===== config.mk =====
export PLATFORM = sky130hd
export DESIGN_NAME = irq_priority_encoder_flat
export DESIGN_NICKNAME = d
export VERILOG_FILES = /design/src/rtl/irq_priority_encoder_if.sv /design/src/rtl/irq_priority_encoder.sv /design/src/flat_wrapper.sv
export SDC_FILE = /design/constraint.sdc
export NUM_CORES = 1
export LEC_CHECK = 0
export ABC_AREA = 1
export CORE_MARGIN = 5
export CORE_UTILIZATION = 31
export DETAILED_ROUTE_END_ITERATION = 12
export RECOVER_POWER = 25
export SYNTH_ARGS = -nofsm -noshare
export SYNTH_HDL_FRONTEND = slang
export SYNTH_SLANG_ARGS = --single-unit
export TNS_END_PERCENT = 20

===== constraint.sdc =====
create_clock -name clk -period 1 [get_ports clk]
set_input_delay 0.2 -clock clk [delete_from_list [all_inputs] [get_ports clk]]
set_output_delay 0.2 -clock clk [all_outputs]
set_load 0.005 [all_outputs]

===== src/rtl/irq_priority_encoder_if.sv =====
// Request/index bundle between the IRQ encoder (master) and its consumer (slave).
// Index side is a valid/ack handshake; pending/overrun are status taps.
interface irq_priority_encoder_if #(
    parameter int N     = 8,
    parameter int IDX_W = 3
);
    logic [N-1:0]     req;
    logic [N-1:0]     mask;
    logic             ack;
    logic             clr_ovr;
    logic             valid;
    logic [IDX_W-1:0] idx;
    logic [N-1:0]     pending;
    logic [N-1:0]     overrun;

    modport master (
        input  req, mask, ack, clr_ovr,
        output valid, idx, pending, overrun
    );

    modport slave (
        output req, mask, ack, clr_ovr,
        input  valid, idx, pending, overrun
    );
endinterface


===== src/rtl/irq_priority_encoder.sv =====
// Captures request lines into a pending register and presents the highest enabled index.
// Latency: req edge to valid = 2 clk; ack to next valid = 2 clk (1-cycle gap); idx held until ack.
module irq_priority_encoder #(
    parameter int N         = 8,
    parameter int IDX_W     = 3,
    parameter bit EDGE_MODE = 1'b1
) (
    input  logic                    clk,
    input  logic                    rst_n,
    irq_priority_encoder_if.master  bus
);

    if (IDX_W != $clog2(N)) begin : g_bad_idx_w
        $error("IDX_W must equal clog2(N)");
    end

    typedef enum logic {
        IDLE    = 1'b0,
        PRESENT = 1'b1
    } state_e;

    state_e           state_q, state_d;
    logic [N-1:0]     req_d_q;
    logic [N-1:0]     pending_q, pending_d;
    logic [N-1:0]     overrun_q, overrun_d;
    logic [IDX_W-1:0] idx_q, idx_d;

    logic [N-1:0]     set_vec;
    logic [N-1:0]     clr_vec;
    logic [N-1:0]     ovr_set;
    logic [N-1:0]     cand;

    // Ascending scan so the highest set bit is the last one written.
    function automatic logic [IDX_W-1:0] prio_enc(input logic [N-1:0] v);
        prio_enc = '0;
        for (int i = 0; i < N; i++) begin
            if (v[i]) prio_enc = IDX_W'(i);
        end
    endfunction

    always_comb begin
        set_vec   = EDGE_MODE ? (bus.req & ~req_d_q) : bus.req;
        clr_vec   = '0;
        if (state_q == PRESENT && bus.ack) clr_vec = N'(1) << idx_q;
        // A fresh set outranks the ack clear on the same line.
        pending_d = (pending_q & ~clr_vec) | set_vec;
        ovr_set   = EDGE_MODE ? (set_vec & pending_q & ~clr_vec) : '0;
        overrun_d = (bus.clr_ovr ? '0 : overrun_q) | ovr_set;
        cand      = pending_q & bus.mask;
    end

    always_comb begin
        state_d = state_q;
        idx_d   = idx_q;
        case (state_q)
            IDLE: begin
                if (cand != '0) begin
                    idx_d   = prio_enc(cand);
                    state_d = PRESENT;
                end
            end
            PRESENT: begin
                // Index stays frozen regardless of mask/req changes until consumed.
                if (bus.ack) state_d = IDLE;
            end
            default: state_d = IDLE;
        endcase
    end

    always_ff @(posedge clk or negedge rst_n) begin
        if (!rst_n) begin
            state_q   <= IDLE;
            req_d_q   <= '0;
            pending_q <= '0;
            overrun_q <= '0;
            idx_q     <= '0;
        end else begin
            state_q   <= state_d;
            req_d_q   <= bus.req;
            pending_q <= pending_d;
            overrun_q <= overrun_d;
            idx_q     <= idx_d;
        end
    end

    assign bus.valid   = (state_q == PRESENT);
    assign bus.idx     = idx_q;
    assign bus.pending = pending_q;
    assign bus.overrun = overrun_q;

endmodule


===== src/flat_wrapper.sv =====
// flat-port wrapper written by rule: the top's interface ports become plain ports
module irq_priority_encoder_flat 
#(
    parameter int N         = 8,
    parameter int IDX_W     = 3,
    parameter bit EDGE_MODE = 1'b1
)
  (clk, rst_n, bus_req, bus_mask, bus_ack, bus_clr_ovr, bus_valid, bus_idx, bus_pending, bus_overrun);
  irq_priority_encoder_if #(.N(N), .IDX_W(IDX_W)) bus_i ();
  input  logic clk;
  input  logic rst_n;
  input wire logic [$bits(bus_i.req)-1:0] bus_req;
  input wire logic [$bits(bus_i.mask)-1:0] bus_mask;
  input wire logic [$bits(bus_i.ack)-1:0] bus_ack;
  input wire logic [$bits(bus_i.clr_ovr)-1:0] bus_clr_ovr;
  output wire logic [$bits(bus_i.valid)-1:0] bus_valid;
  output wire logic [$bits(bus_i.idx)-1:0] bus_idx;
  output wire logic [$bits(bus_i.pending)-1:0] bus_pending;
  output wire logic [$bits(bus_i.overrun)-1:0] bus_overrun;
  assign bus_i.req = bus_req;
  assign bus_i.mask = bus_mask;
  assign bus_i.ack = bus_ack;
  assign bus_i.clr_ovr = bus_clr_ovr;
  assign bus_valid = bus_i.valid;
  assign bus_idx = bus_i.idx;
  assign bus_pending = bus_i.pending;
  assign bus_overrun = bus_i.overrun;
  irq_priority_encoder #(.N(N), .IDX_W(IDX_W), .EDGE_MODE(EDGE_MODE)) u_core (.clk(clk), .rst_n(rst_n), .bus(bus_i));
endmodule

==> impl_metrics.ini <==
[drt]
drt_pass1_iterations = 2
route.vias.total = 1069
drc = 0
ant_nets = 0
wl_mm = 3.04
drt_iter0_markers = 18
wl_per_cell_um = 12.5
viasPerCell = 4.40

[worst_setup_path]
r2r_slack_ps = -140
rr_startpoint = u_core.bus.pending[2]
cp-startpoint = u_core.bus.pending[2]
crit_top_cell = nand2_4
critical_path.cell_chain = buf_6 > nand2_4 > nand2_4 > nor2_4 > nand2_2 > nand2_4 > nor2_2 > a21oi_2
worstSetupEndpointType = register
regToRegEndpoint = u_core.bus.idx[0]
cp-start-kind = register
required_ps = 1210
max_stage_delay_ps = 410
critPathSlowestCell = dfrtp_1
reg2regPathDepth = 8
crit_fanout = 5
arrival_ps = 1360
worstSetupPathType = reg -> reg
cp-endpoint = u_core.bus.idx[0]

[logic_synthesis]
synthArstFlopShare = 1.00
synth_area_leaders = dfrtp_1 61%, nand2_1 15%, inv_1 7.2%
synth_area_per_cell_um2 = 8.96
synth_ff_type = dfrtp_1
syn_area_mm2 = 0.00115
synth_edf_count = 0
ys_seq_area_frac = 0.611
ys_warn_count = 0
yosys_register_bits = 28
synth_cells = 128
yosysMostFrequentCell = nand2_1
synthTopCellsByCount = 45 x nand2_1, 28 x dfrtp_1, 22 x inv_1, 8 x nand2_2, 8 x o22ai_1
yosysTopAreaCell = dfrtp_1
synth_nets = 148
synth_top_area_share = 0.611
yosysUniqueCellTypes = 16

[sta]
skew_ps = 1.46
min_period_ps = 1140
setup_tns_ps = -1150
hold_violations = 0
rsz0062_at_grt = true
worstMarginPinSlew_ps = 612
slew_headroom = 0.592
period_share = 1.14
fin_ws_ps = -145
finalSetupViolCount = 23
fmax_mhz = 874
slew_violations = 0
hold_ws_ps = 390

[grt]
grt_max_degree = 29
overflow = 0
first_global_vias = 1060
grt_usage = 0.120
antenna_found_initial = 0
grt_pass1_wl_mm = 4.77

[die]
pin_count = 40
start_util = 0.316
placementRows = 22
fp.coreArea_mm2 = 0.00363
die_h_um = 70.8
dieArea_mm2 = 0.00502
dieWidth_um = 70.8

[outcome]
status = finished with violations
failed_checks = negative setup slack

[power_and_ir_drop]
ir_drop_mv = 0.827
fin_total_pwr_mw = 4.47
p_per_area_mw_per_mm2 = 2330
p_leak_nw = 0.961

[finish]
drive_above_1_share = 0.431
fin_cells = 243
fin_util = 0.528
syn_to_final_growth_pct = 67.2
n_antenna_cell = 0
fillers = 357
fin_nets = 216
post-route-cell-area_mm2 = 0.00192

[clocking]
cts.sink_count = 28
h-tree-depth = 1
cts_tree = yes
clk_path_buf_depth = 2
clkTransAtPathRegs_ps = 90
hold_buffers = 0
clk_latency_ps = 270
root_buffer = clkbuf_8
numCtsBuffers = 3

[run]
drv_cap = 0

[placement]
port_buffers = 39
gp_congestion = 0.851
dp_hpwl_mm = 2.18
preCtsSetupSlack_ps = -400
dpl_cell_area_mm2 = 0.00171
place_inst = 225

[hold_path]
hold_class = in -> reg
worst min path at each step:
| stage | startpoint | to | slack (ps) | depth (start not counted) |
|---|---|---|---|---|
| after floorplan | rst_n | u_core.bus.idx[0] | -100 | 0 |
| after global placement | u_core.req_d_q[7] | u_core.bus.pending[7] | 490 | 3 |
| after detailed placement | u_core.req_d_q[5] | u_core.bus.pending[5] | 500 | 3 |
| after CTS | rst_n | u_core.bus.overrun[6] | 290 | 2 |
| after global routing | bus_req[1] | u_core.req_d_q[1] | 420 | 1 |
| final | bus_req[5] | u_core.req_d_q[5] | 390 | 1 |
cells in the final DEF, fill, tap and decap left out:
| cell | count |
|---|---|
| buf_4 | 15 |
| o22ai_1 | 5 |
| buf_6 | 9 |
| buf_12 | 1 |
| nand2_2 | 9 |
| nor2_4 | 5 |
| nand3_1 | 1 |
| clkbuf_2 | 11 |
| dfrtp_1 | 28 |
| nor2_2 | 3 |
| a21oi_2 | 2 |
| inv_1 | 20 |
| nand2_4 | 11 |
| buf_2 | 9 |
| dlygate4sd3_1 | 5 |
| clkdlybuf4s50_1 | 14 |
| a31oi_1 | 1 |
| o21ai_1 | 3 |
| nand2_1 | 34 |
| clkbuf_8 | 4 |
| o22ai_2 | 3 |
| inv_2 | 2 |
flip-flops by register name, indices dropped and copies added (netlist names):
signal and count:
u_core.bus.overrun 8, u_core.bus.pending 8, u_core.req_d_q 8, u_core.bus.idx 3
u_core.bus.valid 1
power breakdown:
part           switching, mW  leakage, nW  internal, mW  total [mW]
clock network          0.348       0.0288         0.353       0.701
registers              0.167        0.312          1.41        1.58
logic                   1.10        0.620          1.09        2.19
total                   1.62        0.961          2.85        4.47
cell type report:
cell class                 count  area (um2)  share of cell area
sequential                    28         701               0.365
timing repair buffer          64         524               0.273
multi-input combinational     77         495               0.258
inverter                      22        82.6              0.0431
tap                           48        60.1              0.0313
clock buffer                   4        55.1              0.0287
cells by family after synthesis:
group | after synthesis | share of synthesized area
AND/OR/NAND/NOR | 63 | 0.240
buffers and inverters | 23 | 0.0752
AO/OA/AOI/OAI | 14 | 0.0742
flip-flops | 28 | 0.611
worst max-delay path, delay by kind of cell, from the launching register on:
family	cells	cell delay, ps
buffers and inverters	1	130
flip-flops	1	410
AND/OR/NAND/NOR	6	430
AO/OA/AOI/OAI	1	90
metal layers:
| layer | up-vias | track usage | wire length [um] |
|---|---|---|---|
| met5 | - | 0 | 0 |
| met3 | 2 | 0.0270 | 155 |
| li1 | 529 | - | - |
| met4 | 0 | 0.0376 | 14 |
| met2 | 26 | 0.203 | 1670 |
| met1 | 512 | 0.151 | 1190 |
timing repair:
item | CTS | global route
endpoints found under the setup margin | 40 | 40
setup buffers | 13 | 2
resized for setup | 73 | 43
pin swaps | 4 | 15
endpoints found under the hold margin | 0 | 0
No activity file was read; power rests on OpenSTA's default activity.
